===== config.mk =====
export PLATFORM = sky130hd
export DESIGN_NAME = division_sequencer
export DESIGN_NICKNAME = d
export VERILOG_FILES = /design/src/rtl/div_pkg.sv /design/src/rtl/division_sequencer_ovfdetect.sv /design/src/rtl/division_sequencer.sv
export SDC_FILE = /design/constraint.sdc
export NUM_CORES = 1
export LEC_CHECK = 0
export ABC_CLOCK_PERIOD_IN_PS = 10460
export CAP_MARGIN = 5
export CORE_AREA = 2 2 127 154
export CTS_CLUSTER_DIAMETER = 200
export DETAILED_ROUTE_END_ITERATION = 12
export DIE_AREA = 0 0 129 156
export MAX_ROUTING_LAYER = met4
export PLACE_DENSITY = 0.84
export SETUP_SLACK_MARGIN = 0.05
export SLEW_MARGIN = 0
export SYNTH_ARGS = -nofsm -noshare
export SYNTH_HDL_FRONTEND = slang
export SYNTH_SLANG_ARGS = --single-unit

===== constraint.sdc =====
create_clock -name clk -period 10.46 [get_ports clk]
set_clock_uncertainty 0.05 [all_clocks]
set_input_delay 3.138 -clock clk [delete_from_list [all_inputs] [get_ports clk]]
set_output_delay 3.138 -clock clk [all_outputs]
set_load 0.01 [all_outputs]

===== src/rtl/div_pkg.sv =====
// Shared types and constants for the multi-cycle divider.
// Special-case results are built here so every width gets the same encoding.
package div_pkg;

    typedef enum logic [1:0] {
        IDLE = 2'd0,
        ITER = 2'd1,
        FIX  = 2'd2
    } divState_t;

    localparam int MAX_WIDTH = 64;

    typedef struct packed {
        logic [MAX_WIDTH-1:0] quot;
        logic [MAX_WIDTH-1:0] rem;
    } specialResult_t;

    // Overflow gives quotient = -2^(width-1), remainder 0; divide-by-zero gives all ones.
    // The divide-by-zero remainder is the live dividend, so rem is only meaningful for overflow.
    function automatic specialResult_t specialResult(input int unsigned width, input logic isOverflow);
        specialResult_t res;
        res.rem = '0;
        if (isOverflow) begin
            res.quot = {{(MAX_WIDTH-1){1'b0}}, 1'b1} << (width - 1);
        end else begin
            res.quot = {MAX_WIDTH{1'b1}} >> (MAX_WIDTH - width);
        end
        return res;
    endfunction

endpackage


===== src/rtl/division_sequencer_ovfdetect.sv =====
// Flags the one signed operand pair whose quotient does not fit: -2^(width-1) / -1.
module divisionOverflowDetectionBlock #(
    parameter int width = 32
) (
    input  logic [width-1:0] i_dividend,
    input  logic [width-1:0] i_divisor,
    output logic             o_overflow
);

    logic [width-1:0] w_mostNegative;

    assign w_mostNegative = {1'b1, {(width-1){1'b0}}};
    assign o_overflow     = (i_dividend == w_mostNegative) && (i_divisor == {width{1'b1}});

endmodule


===== src/rtl/division_sequencer.sv =====
// Radix-2 restoring divider: special cases resolve at accept, all others
// take width iterations plus one sign-fixup cycle.
module division_sequencer
    import div_pkg::*;
#(
    parameter int width = 32
) (
    input  logic             clk,
    input  logic             rst_n,
    input  logic             start,
    input  logic             isSigned,
    input  logic [width-1:0] dividend,
    input  logic [width-1:0] divisor,
    output logic             ready,
    output logic             done,
    output logic [width-1:0] quotient,
    output logic [width-1:0] remainder,
    output logic             divByZero,
    output logic             overflow
);

    localparam int CW = $clog2(width);
    localparam specialResult_t OVF_RES  = specialResult(width, 1'b1);
    localparam specialResult_t ZERO_RES = specialResult(width, 1'b0);

    divState_t        r_state;
    divState_t        w_nextState;
    logic [CW-1:0]    r_count;
    logic [width:0]   r_partRem;
    logic [width-1:0] r_quoShift;
    logic [width-1:0] r_divisorMag;
    logic             r_negQuo;
    logic             r_negRem;
    logic             r_done;
    logic [width-1:0] r_quotient;
    logic [width-1:0] r_remainder;
    logic             r_divByZero;
    logic             r_overflow;

    logic             w_detOverflow;
    logic             w_overflow;
    logic             w_divZero;
    logic             w_dividendNeg;
    logic             w_divisorNeg;
    logic [width-1:0] w_dividendMag;
    logic [width-1:0] w_divisorMag;
    logic [width+1:0] w_shifted;
    logic [width+1:0] w_trial;
    logic             w_trialOk;

    divisionOverflowDetectionBlock #(
        .width(width)
    ) u_ovfDetect (
        .i_dividend(dividend),
        .i_divisor (divisor),
        .o_overflow(w_detOverflow)
    );

    assign w_overflow    = isSigned && w_detOverflow;
    assign w_divZero     = (divisor == '0);
    assign w_dividendNeg = isSigned && dividend[width-1];
    assign w_divisorNeg  = isSigned && divisor[width-1];
    assign w_dividendMag = w_dividendNeg ? -dividend : dividend;
    assign w_divisorMag  = w_divisorNeg ? -divisor : divisor;

    // Two extra bits above the partial remainder so the trial's sign bit is an exact borrow.
    assign w_shifted = {r_partRem, r_quoShift[width-1]};
    assign w_trial   = w_shifted - {2'b00, r_divisorMag};
    assign w_trialOk = ~w_trial[width+1];

    always_comb begin
        w_nextState = r_state;
        case (r_state)
            IDLE: begin
                if (start && !w_divZero && !w_overflow) begin
                    w_nextState = ITER;
                end
            end
            ITER: begin
                if (r_count == '0) begin
                    w_nextState = FIX;
                end
            end
            FIX:     w_nextState = IDLE;
            default: w_nextState = IDLE;
        endcase
    end

    always_ff @(posedge clk) begin
        if (!rst_n) begin
            r_state      <= IDLE;
            r_count      <= '0;
            r_partRem    <= '0;
            r_quoShift   <= '0;
            r_divisorMag <= '0;
            r_negQuo     <= 1'b0;
            r_negRem     <= 1'b0;
            r_done       <= 1'b0;
            r_quotient   <= '0;
            r_remainder  <= '0;
            r_divByZero  <= 1'b0;
            r_overflow   <= 1'b0;
        end else begin
            r_state <= w_nextState;
            r_done  <= 1'b0;
            case (r_state)
                IDLE: begin
                    if (start) begin
                        if (w_divZero) begin
                            r_quotient  <= ZERO_RES.quot[width-1:0];
                            r_remainder <= dividend;
                            r_divByZero <= 1'b1;
                            r_overflow  <= 1'b0;
                            r_done      <= 1'b1;
                        end else if (w_overflow) begin
                            r_quotient  <= OVF_RES.quot[width-1:0];
                            r_remainder <= OVF_RES.rem[width-1:0];
                            r_divByZero <= 1'b0;
                            r_overflow  <= 1'b1;
                            r_done      <= 1'b1;
                        end else begin
                            // Visible results stay untouched until the fixup edge.
                            r_negRem     <= w_dividendNeg;
                            r_negQuo     <= w_dividendNeg ^ w_divisorNeg;
                            r_quoShift   <= w_dividendMag;
                            r_divisorMag <= w_divisorMag;
                            r_partRem    <= '0;
                            r_count      <= CW'(width - 1);
                        end
                    end
                end
                ITER: begin
                    r_partRem  <= w_trialOk ? w_trial[width:0] : w_shifted[width:0];
                    r_quoShift <= {r_quoShift[width-2:0], w_trialOk};
                    r_count    <= r_count - CW'(1);
                end
                FIX: begin
                    r_quotient  <= r_negQuo ? -r_quoShift : r_quoShift;
                    r_remainder <= r_negRem ? -r_partRem[width-1:0] : r_partRem[width-1:0];
                    r_divByZero <= 1'b0;
                    r_overflow  <= 1'b0;
                    r_done      <= 1'b1;
                end
                default: ;
            endcase
        end
    end

    assign ready     = (r_state == IDLE);
    assign done      = r_done;
    assign quotient  = r_quotient;
    assign remainder = r_remainder;
    assign divByZero = r_divByZero;
    assign overflow  = r_overflow;

endmodule


==> metrics.md <==
| Metric | Value |
|---|---|
| Area after DPL | approximately 12,000 µm² |
| Syn Inst Count | approximately 1,400 |
| Crit path largest cell delay | approximately 520 ps |
| Final Cycle Share | 0.651 |
| CTS root buffer | clkbuf_16 |
| Area share of the largest cell type after synthesis | 0.313 |
| P&R area growth vs syn | 18.2% |
| Worst-margin pin slew | 1100 ps |
| Crit-path cells | clkdlybuf4s50_1 -> nor4_1 -> or3b_1 -> nor3_1 -> nand3_1 -> o21ai_4 -> a21oi_1 -> or2_1 -> buf_4 -> a221oi_1 -> nor2_1 |
| Hold slack | 408 ps |
| Tmin final | just under 7000 ps |
| N_diodes | 0 |
| Clk_lat worst skew | around 450 ps |
| Critical-path top delay cell | clkdlybuf4s50_1 |
| Setup tns final | 0 ps |
| Final instance area | 13,100 µm² |
| Compound-Gate Fraction of Synth Area | 0.258 |
| WP data arrival | 7070 ps |
| Endpoint class of the critical path | register |
| Yosys reg bits | 173 |
| Status | finished, final reports clean |
| PnR Total Power | approximately 1.7 mW |
| Placement Rows | 55 |
| Layout cells sized above 1 | 0.0501 |
| Hold WC Path Type | register to register |
| Leading cell types by count after synthesis | nor2_1 (177), dfxtp_1 (173), nand2_1 (138), o21ai_0 (95), xor2_1 (86) |
| Sequential area share after synthesis | 0.313 |
| Mean Syn Cell Area | between 7 and 8 µm² |
| TritonRoute pass-1 iters | 5 |
| Nets | 1,593 |
| Crit path kind | input pin to register |
| FMAX | ~0.15 GHz |
| Max Slew Vio Count | 0 |
| Max-capacitance violation count | 0 |
| Final WL | about 31,000 µm |
| Vias/cell | approximately 6 |
| Placed Cells | approximately 1,700 |
| Largest family of logic cells by synthesized area | compound AO/OA/AOI/OAI gates |
| PortBufs | about 140 |
| Wire per inst | 17.4 µm |
| First-pass GRT wire length | between 40,000 and 50,000 µm |
| CTS Hold Buffers Added | 0 |
| Vias | around 11,000 |
| Maximum number of pins on one net before global-route repair | 64 |
| Syn Nets | roughly 1,500 |
| Pleak | approximately 4.8 nW |
| CP Data Required Time | approximately 11,000 ps |
| Tot GR Track Use | 0.312 |
| Vias in the first global route | approximately 9,800 |
| Post-Synth Adder-Cell Area | 0.0459 |
| Ys Warns | 0 |
| Yosys top cell by area | dfxtp_1 |
| Final core occ | 0.701 |
| Die X | about 130 µm |
| Synth unique cells | 71 |
| Synth Area in XOR/XNOR | 0.112 |
| TritonCTS Sinks | approximately 170 |
| Initial antenna violation count | 0 |
| Area contributors post-synth | dfxtp_1 (31%), xor2_1 (6.8%), nor2_1 (6.0%) |
| Max IR drop VDD | approximately 0.12 mV |
| Core ar. | approximately 19,000 µm² |
| H-tree depth | 4 |
| Max Root-Sink Buffers | 2 |
| Post-CTS sizing | 0 |
| Chip Height | between 150 and 200 µm |
| Post-synthesis mux area share | 0.0289 |
| Place WS | ~3300 ps |
| Power Density | between 100 and 150 nW/µm² |
| Worst Path Max Fanout | 24 |
| IO Pins | 136 |
| RSZ-0062 raised after global routing | false |
| Simple-gate share of the synthesized area | 0.191 |
| Iteration-0 DRC Markers | just over 900 |
| GR Overflow Total | 0 |
| DRT antenna net count | 0 |
| # Post-CTS Setup Buffers | 0 |
| Most common cell in the netlist | nor2_1 |
| CP startpoint kind | input pin |
| Starting Density | 0.593 |
| Final hold vios | 0 |
| Clock transition at path regs | about 70 ps |
| Total CTS buffers | 17 |
| CTS tree | built |
| Dpl hpwl | around 23,000 µm |
| Max-slew headroom | 0.263 |
| Setup violators final | 0 |
| DRC Markers | 0 |
| GPL Wtd Cong | 0.949 |
| Synth Cell Area | between 10,000 and 15,000 µm² |
| Post-synth ARST share | 0 |
| Post-synth EDFFs | 0 |
| Post-route worst setup slack | around 3600 ps |
| Non-Filler Instances | about 1,800 |
| Die ar. | between 20,000 and 25,000 µm² |
| Top FF cell, synth | dfxtp_1 |
==> power breakdown <==
group	internal [mW]	switching, mW
combinational	0.141	0.197
sequential	0.690	0.0355
clock	0.325	0.306
total	1.16	0.538
==> worst paths after layout <==
check                    start            end  slack [ps]  cells past startpoint
setup / recovery   dividend[6]   remainder[5]        3650                     11
hold / removal        overflow       overflow         410                      2
setup reg to reg  r_partRem[0]  r_partRem[20]        6610                     11
hold reg to reg       overflow       overflow         410                      2
==> metal layers <==
metal	track usage	vias up	wire, µm
met5	-	-	0
met4	0.127	0	1080
met3	0.0432	73	1550
met2	0.541	386	15500
met1	0.360	5007	12400
li1	-	5223	-
==> worst max-delay path: cells and delay by family <==
| family | cells | cell delay [ps] |
|---|---|---|
| simple gates | 6 | 2310 |
| buf+inv | 2 | 850 |
| compound gates | 3 | 760 |
==> state kept, by name (all words and copies together) (netlist names) <==
register,cells
remainder,32
r_partRem,33
overflow,1
done,1
r_negQuo,1
r_count,5
r_quoShift,32
r_negRem,1
quotient,32
r_state,2
divByZero,1
r_divisorMag,32
==> area by class of cell <==
| type | instances | area (µm²) |
|---|---|---|
| inverters | 55 | 208 |
| clock buffers | 18 | 439 |
| fillers | 1503 | 5570 |
| repair buffers | 147 | 1440 |
| well taps | 256 | 320 |
| flip-flops and latches | 173 | 3460 |
| clock inverters | 14 | 140 |
| multi-input cells | 1091 | 7070 |
==> kinds of logic (layout without fill, tap and decap cells) <==
family	count (synthesis)	count (layout)
muxes	32	32
and+or+nand+nor	459	459
AOI/OAI and AO/OA	418	418
adders and majority gates	40	40
DFF	173	173
xor gates and xnor gates	142	142
buffers and inverters	137	234
==> cell usage in the layout (no fill, tap or decap), drive strengths merged, types with 17 or more instances in the layout <==
cell | synthesis | routed
or3 | 17 | 17
inv | 55 | 65
a21oi | 84 | 84
xor2 | 86 | 86
nand3 | 21 | 21
mux2i | 32 | 32
ha | 39 | 39
clkbuf | 68 | 18
xnor2 | 56 | 56
a221oi | 32 | 32
nor3 | 20 | 20
a211oi | 43 | 43
o31ai | 35 | 35
dfxtp | 173 | 173
a22o | 30 | 30
nand2 | 138 | 138
o21ai | 98 | 98
nor2 | 177 | 177
clkdlybuf4s50 | 0 | 135
(Power assumes the default switching activity.)
